--- src/rtl/ctc_pkg.sv ---
// ctc_pkg: shared types and constants for the Z80 CTC interrupt controller.
//   ch_state_e   : per-channel interrupt state (idle / pending / in service)
//   reti_state_e : RETI opcode snoop FSM states
//   OP_ED/OP_RETI2 : the two bytes of the RETI instruction (ED 4D)
//   NCH_MAX      : largest channel count the 2-bit vector field can encode
package ctc_pkg;
  localparam int         NCH_MAX  = 4;
  localparam logic [7:0] OP_ED    = 8'hED;
  localparam logic [7:0] OP_RETI2 = 8'h4D;

  typedef enum logic [1:0] {CH_IDLE, CH_PEND, CH_SERV} ch_state_e;
  typedef enum logic [1:0] {RS_IDLE, RS_SAW_ED, RS_RETI} reti_state_e;
endpackage

--- src/rtl/ctc_reti_snoop.sv ---
// ctc_reti_snoop: watches opcode fetches on the Z80 bus for ED 4D (RETI).
// An opcode byte is sampled once per fetch, on the first cycle of
// M1 && RD && !IORQ. After the second RETI byte the FSM sits in RS_RETI
// for exactly one cycle, which is the reti_pulse_o output.
// Ports:
//   clk, reset_n     : clock, async active-low reset
//   m1_n_i, rd_n_i, iorq_n_i : Z80 bus strobes
//   din_i            : Z80 data bus (opcode byte in [7:0])
//   reti_pulse_o     : one-cycle pulse following a recognised RETI
module ctc_reti_snoop
  import ctc_pkg::*;
#(
  parameter int DWID = 8
) (
  input  logic            clk,
  input  logic            reset_n,
  input  logic            m1_n_i,
  input  logic            rd_n_i,
  input  logic            iorq_n_i,
  input  logic [DWID-1:0] din_i,
  output logic            reti_pulse_o
);
  reti_state_e state_q, state_d;
  logic        fetch, fetch_q, sample;

  assign fetch  = !m1_n_i && !rd_n_i && iorq_n_i;
  assign sample = fetch && !fetch_q;

  always_ff @(posedge clk or negedge reset_n) begin
    if (!reset_n) begin
      state_q <= RS_IDLE;
      fetch_q <= 1'b0;
    end else begin
      state_q <= state_d;
      fetch_q <= fetch;
    end
  end

  always_comb begin
    state_d = state_q;
    case (state_q)
      RS_IDLE:
        if (sample && din_i[7:0] == OP_ED) state_d = RS_SAW_ED;
      RS_SAW_ED:
        if (sample) begin
          if (din_i[7:0] == OP_RETI2)   state_d = RS_RETI;
          else if (din_i[7:0] == OP_ED) state_d = RS_SAW_ED; // ED ED 4D still counts
          else                          state_d = RS_IDLE;
        end
      RS_RETI: state_d = RS_IDLE;
      default: state_d = RS_IDLE;
    endcase
  end

  assign reti_pulse_o = (state_q == RS_RETI);
endmodule

--- src/rtl/ctc_int_ctrl.sv ---
// ctc_int_ctrl: interrupt controller for a 4-channel Z80 CTC.
// Zero-count rising edges (gated by int_en) raise per-channel pending bits.
// Pending channels request via int_n with fixed priority (ch0 highest);
// INTACK moves the winner to service and drives the mode-2 vector
// {vec_base, ch, 0}. A snooped RETI (with iei high) retires the
// lowest-index in-service channel. Any in-service channel blocks new
// requests and holds ieo low.
// Ports:
//   clk, reset_n          : clock, async active-low reset
//   m1_n, iorq_n, rd_n    : Z80 bus strobes
//   din                   : Z80 data bus (vector write, opcode snoop)
//   vec_wstb              : vector register write strobe (ch0 decode)
//   zc_to, int_en, chan_rst : per-channel zero-count, enable, soft reset
//   iei / ieo             : daisy-chain in / out
//   int_n                 : interrupt request (registered, active low)
//   dout, oe_n            : vector output and its enable during INTACK
//   overrun               : per-channel lost-event flag
//                           (only with CTC_INT_OVERRUN_EN defined)
module ctc_int_ctrl
  import ctc_pkg::*;
#(
  parameter int NCH  = 4,
  parameter int DWID = 8
) (
  input  logic            clk,
  input  logic            reset_n,
  input  logic            m1_n,
  input  logic            iorq_n,
  input  logic            rd_n,
  input  logic [DWID-1:0] din,
  input  logic            vec_wstb,
  input  logic [NCH-1:0]  zc_to,
  input  logic [NCH-1:0]  int_en,
  input  logic [NCH-1:0]  chan_rst,
  input  logic            iei,
  output logic            ieo,
  output logic            int_n,
  output logic [DWID-1:0] dout,
  output logic            oe_n
`ifdef CTC_INT_OVERRUN_EN
  ,
  output logic [NCH-1:0]  overrun
`endif
);
  logic [NCH-1:0] zc_q, pend_q, pend_d, serv_q, serv_d;
  logic [NCH-1:0] ev, win_oh, grant, serv_lo, reti_clr;
  logic [4:0]     vec_base_q, vec_base_d;
  logic [1:0]     ch_q, ch_d, win_idx;
  logic           ack_q, oe_q, oe_d, int_n_q, int_n_d;
  logic           ack_term, ack_det, ack_go, blk, any_pend, reti_pulse, oe;

  ctc_reti_snoop #(.DWID(DWID)) u_snoop (
    .clk          (clk),
    .reset_n      (reset_n),
    .m1_n_i       (m1_n),
    .rd_n_i       (rd_n),
    .iorq_n_i     (iorq_n),
    .din_i        (din),
    .reti_pulse_o (reti_pulse)
  );

  assign ev       = zc_to & ~zc_q & int_en;
  assign any_pend = |pend_q;
  assign blk      = |serv_q;

  // lowest set bit = highest priority
  assign win_oh  = pend_q & (~pend_q + NCH'(1));
  assign serv_lo = serv_q & (~serv_q + NCH'(1));

  always_comb begin
    win_idx = '0;
    for (int i = 0; i < NCH; i++)
      if (win_oh[i]) win_idx = 2'(i);
  end

  // INTACK is taken on the first cycle of M1 && IORQ only
  assign ack_term = !m1_n && !iorq_n;
  assign ack_det  = ack_term && !ack_q;
  assign ack_go   = ack_det && iei && any_pend;
  assign grant    = ack_go ? win_oh : '0;
  assign reti_clr = (reti_pulse && iei) ? serv_lo : '0;

  // chan_rst overrides everything; an event re-arms pend even as the
  // same channel is granted or retired this cycle.
  assign pend_d = ((pend_q & ~grant) | ev) & ~chan_rst;
  assign serv_d = ((serv_q & ~reti_clr) | grant) & ~chan_rst;

  always_comb begin
    oe_d = oe_q;
    if (ack_det)        oe_d = ack_go;
    else if (!ack_term) oe_d = 1'b0;
  end

  assign ch_d       = ack_go ? win_idx : ch_q;
  assign vec_base_d = (vec_wstb && !din[0]) ? din[7:3] : vec_base_q;
  assign int_n_d    = !(iei && !blk && any_pend);

  always_ff @(posedge clk or negedge reset_n) begin
    if (!reset_n) begin
      zc_q       <= '0;
      pend_q     <= '0;
      serv_q     <= '0;
      vec_base_q <= '0;
      ch_q       <= '0;
      ack_q      <= 1'b0;
      oe_q       <= 1'b0;
      int_n_q    <= 1'b1;
    end else begin
      zc_q       <= zc_to;
      pend_q     <= pend_d;
      serv_q     <= serv_d;
      vec_base_q <= vec_base_d;
      ch_q       <= ch_d;
      ack_q      <= ack_term;
      oe_q       <= oe_d;
      int_n_q    <= int_n_d;
    end
  end

`ifdef CTC_INT_OVERRUN_EN
  logic [NCH-1:0] ovr_q, ovr_d;
  // an event is lost only if pend stays set (not consumed by a grant)
  assign ovr_d = (ovr_q | (ev & pend_q & ~grant)) & ~chan_rst;
  always_ff @(posedge clk or negedge reset_n) begin
    if (!reset_n) ovr_q <= '0;
    else          ovr_q <= ovr_d;
  end
  assign overrun = ovr_q;
`endif

  // gate with the live bus term so the bus is released as soon as
  // IORQ/M1 rise, and with reset_n so ieo is low while in reset
  assign oe    = oe_q && ack_term;
  assign oe_n  = !oe;
  assign dout  = oe ? DWID'({vec_base_q, ch_q, 1'b0}) : '0;
  assign int_n = int_n_q;
  assign ieo   = reset_n && iei && !blk && !any_pend;
endmodule

--- config.mk ---
export PLATFORM = sky130hd
export DESIGN_NAME = ctc_int_ctrl
export DESIGN_NICKNAME = d
export VERILOG_FILES = /design/src/rtl/ctc_pkg.sv /design/src/rtl/ctc_reti_snoop.sv /design/src/rtl/ctc_int_ctrl.sv
export SDC_FILE = /design/constraint.sdc
export NUM_CORES = 1
export LEC_CHECK = 0
export CORE_MARGIN = 8
export CORE_UTILIZATION = 40
export CTS_CLUSTER_DIAMETER = 150
export DETAILED_ROUTE_END_ITERATION = 6
export DONT_BUFFER_PORTS = 1
export PLACE_DENSITY = 0.51
export SYNTH_ARGS = -nofsm -noshare
export SYNTH_HDL_FRONTEND = slang
export SYNTH_SLANG_ARGS = --single-unit
--- constraint.sdc ---
create_clock -name clk -period 1.81 [get_ports clk]
set_input_delay 0.2715 -clock clk [delete_from_list [all_inputs] [get_ports clk]]
set_output_delay 0.2715 -clock clk [all_outputs]
set_load 0.03 [all_outputs]
==> impl_metrics.py <==
metrics = {
    "global_route": {
        "grt_pass1_vias": 850,
        "grt_antenna_before_repair": 0,
        "grt_max_degree": 26,
        "grt_pass1_wl_um": 4010,
        "overflow": 0,
        "grt_usage_pct": 10.9,
    },
    "clocking": {
        "clk_latency_ns": 0.31,
        "h-tree-depth": 1,
        "cts-root-buf": "clkbuf_4",
        "cts.path.max_buffers": 2,
        "post_cts_buffers": 0,
        "clkTransAtPathRegs_ns": 0.13,
        "cts_buffers": 3,
        "cts.sinks": 25,
        "cts_tree": "built",
    },
    "route": {
        "met3_wirelength_um": 219,
        "wl_met2_um": 1110,
        "wl_um": 2410,
        "drt-pass1-iter-count": 4,
        "top_layer_used": "met4",
        "drc": 0,
        "wl_met1_um": 1060,
        "drt.antenna.violating_nets": 0,
        "drt-vias-per-instance": 5.55,
        "vias": 821,
        "wl_per_cell_um": 16.3,
        "drt_iter0_markers": 25,
    },
    "power_and_ir_drop": {
        "p_seq_share_pct": 63.3,
        "p_leak_uw": 0.000544,
        "irDropWorstVdd_mv": 0.422,
        "cellPowerDensity_mw_per_mm2": 743,
        "p_sw_share_pct": 23.4,
        "p_comb_share_pct": 12.9,
        "p_int_uw": 764,
        "clkPwrFrac_pct": 23.9,
        "p_sw_uw": 233,
    },
    "logic_synthesis": {
        "synth_cells": 99,
        "synth_commonest_cells": "dfrtp_1 (24), a21oi_1 (8), and2_1 (7), nand3b_1 (7), nor2_1 (6)",
        "ys_warn_count": 0,
        "syn_nets": 126,
        "ys_types": 29,
        "syn_area_mm2": 0.00110,
        "ys_async_sr_fraction_pct": 100,
        "avgSynthCellArea_um2": 11.1,
        "synth_edf_count": 0,
        "ys_dominant_reg_cell": "dfrtp_1",
        "synth_top_cell_area_share_pct": 54.4,
        "yosysMostFrequentCell": "dfrtp_1",
        "synth.area.top_cells": "dfrtp_1 (54%), mux2_2 (5.1%), nand3b_1 (4.8%), and2_1 (4.0%), a21oi_1 (3.6%)",
        "synth_top_area_cell": "dfrtp_1",
        "synth-seq-cells": 25,
        "ys_seq_area_share_pct": 56.8,
    },
    "cells_and_area": {
        "antenna_cells": 0,
        "syn_to_final_growth_pct": 21.5,
        "fin_area_mm2": 0.00134,
        "nNetsFinal": 145,
        "drive_gt1_share_pct": 16.2,
        "stdcell_count": 148,
    },
    "setup_path": {
        "cp_top_family": "simple AND/OR/NAND/NOR gates",
        "crit_type": "reg2out",
        "critPathBufInv": 0,
        "slowest_stage": "dfrtp_1",
        "crit_chain": "nor4_1 -> and3_4",
        "critPathLaunchType": "flop",
        "cp_num_cells": 2,
        "crit_path_end_kind": "primary output",
        "cp_max_fo": 5,
        "worstRegToRegCells": 3,
        "critPathArrivalTime_ns": 1.45,
        "required_ns": 1.54,
        "cpPeakStageDelay_ns": 0.45,
    },
    "sta": {
        "skew_ns": 0.00815,
        "finalSetupTns_ns": 0,
        "rsz0062_at_grt": "no",
        "slew_viol_final": 0,
        "max_freq_mhz": 581,
        "finalSetupViolations": 0,
        "period_share_pct": 95.2,
        "period_needed_ns": 1.72,
        "hold_violations": 0,
        "fin_hold_ws_ns": 0.0955,
    },
    "job": {
        "maxCapViolCount": 0,
    },
    "floorplan": {
        "dieHeight_um": 68.5,
        "initial_core_util_pct": 41.1,
        "die_x_um": 68.5,
        "coreArea_mm2": 0.00269,
        "dieArea_mm2": 0.00470,
        "ios": 38,
        "rows": 19,
    },
    "min_path": {
        "hold_depth": 2,
        "worst_hold_path_type": "in2reg",
    },
    "placed_design": {
        "io_buffers": 0,
        "gp_congestion": 0.723,
        "dp.cells": 130,
        "postPlaceCellArea_mm2": 0.00115,
        "hpwl_um": 1840,
    },
    "status": {
        "status": "complete, no violations",
    },
}
## kinds of logic after synthesis
kind of cell,after synthesis,synth area share [%]
flip-flops,25,56.8
buffers and inverters,5,2.04
other,1,0.340
multiplexers,5,5.10
AND/OR/NAND/NOR,43,24.8
AO/OA/AOI/OAI,20,10.9
## per-stage QoR
stage / util [%] / setup WS (ns) / power (uW)
after floorplan: - / 0.241 / 710
after global placement: 42.9 / 0.226 / 725
after detailed placement: 42.9 / 0.191 / 729
after CTS: 49.8 / 0.0536 / 1020
after global routing: 49.9 / 0.00544 / 1060
final: 49.9 / 0.0874 / 997
## layout make-up
cell class	count	area (um2)
fill	255	1350
sequential	25	627
multi-input combinational	69	465
timing repair buffer	18	180
tap	31	38.8
clock buffer	4	26.3
inverter	1	3.75
## power by group through the flow
stage	clock, uW	sequential (uW)	combinational (uW)
detailed placement	0	641	87.8
global route	275	637	144
CTS	256	631	130
floorplan	0	635	75.7
finish	238	630	128
global placement	0	640	85.9
## state kept, by name, indices dropped and copies added (netlist names)
name,count
ch_q,2
pend_q,4
int_n,1
serv_q,4
u_snoop.fetch_q,1
oe_q,1
vec_base_q,5
ack_q,1
u_snoop.state_q,2
zc_q,4
## path summary, 6_finish.rpt
| path | startpoint | to | slack (ns) |
|---|---|---|---|
| setup / recovery | serv_q[0]$_DFF_PN0_ | ieo | 0.09 |
| hold / removal | zc_to[1] | pend_q[1]$_DFF_PN0_ | 0.1 |
| setup reg to reg | ack_q$_DFF_PN0_ | pend_q[3]$_DFF_PN0_ | 0.18 |
| hold reg to reg | u_snoop.state_q[1]$_DFFE_PN0P_ | u_snoop.state_q[0]$_DFFE_PN0P_ | 0.46 |
| max in group asynchronous | reset_n | int_n$_DFF_PN1_ | 1.21 |
| min in group asynchronous | reset_n | oe_q$_DFFE_PN0P_ | 0.38 |
## timing repair
action | 4_1_cts | 5_1_grt
hold endpoints to repair | 39 | 0
hold buffers | 14 | 0
setup endpoints to repair | 1 | 1
resized for setup | 2 | 1
## placed cells by master (no fill, tap or decap), types with 2 or more instances in the layout
master / instances
a21oi_1: 8
and2_1: 7
buf_4: 4
clkbuf_4: 3
dfrtp_1: 24
dlygate4sd3_1: 13
mux2_2: 5
nand2_1: 4
nand2b_1: 4
nand3b_1: 7
nor2_1: 6
nor3b_1: 2
nor4_1: 2
o21a_1: 2
o21ai_0: 5
o31ai_1: 2
o41ai_1: 2
or4b_2: 2
## layer usage
layer	global-route usage, %	vias up
li1	-	389
met1	14.4	406
met2	16.5	24
met3	3.72	2
met4	3.07	0
met5	0	-
(Power assumes the default switching activity.)
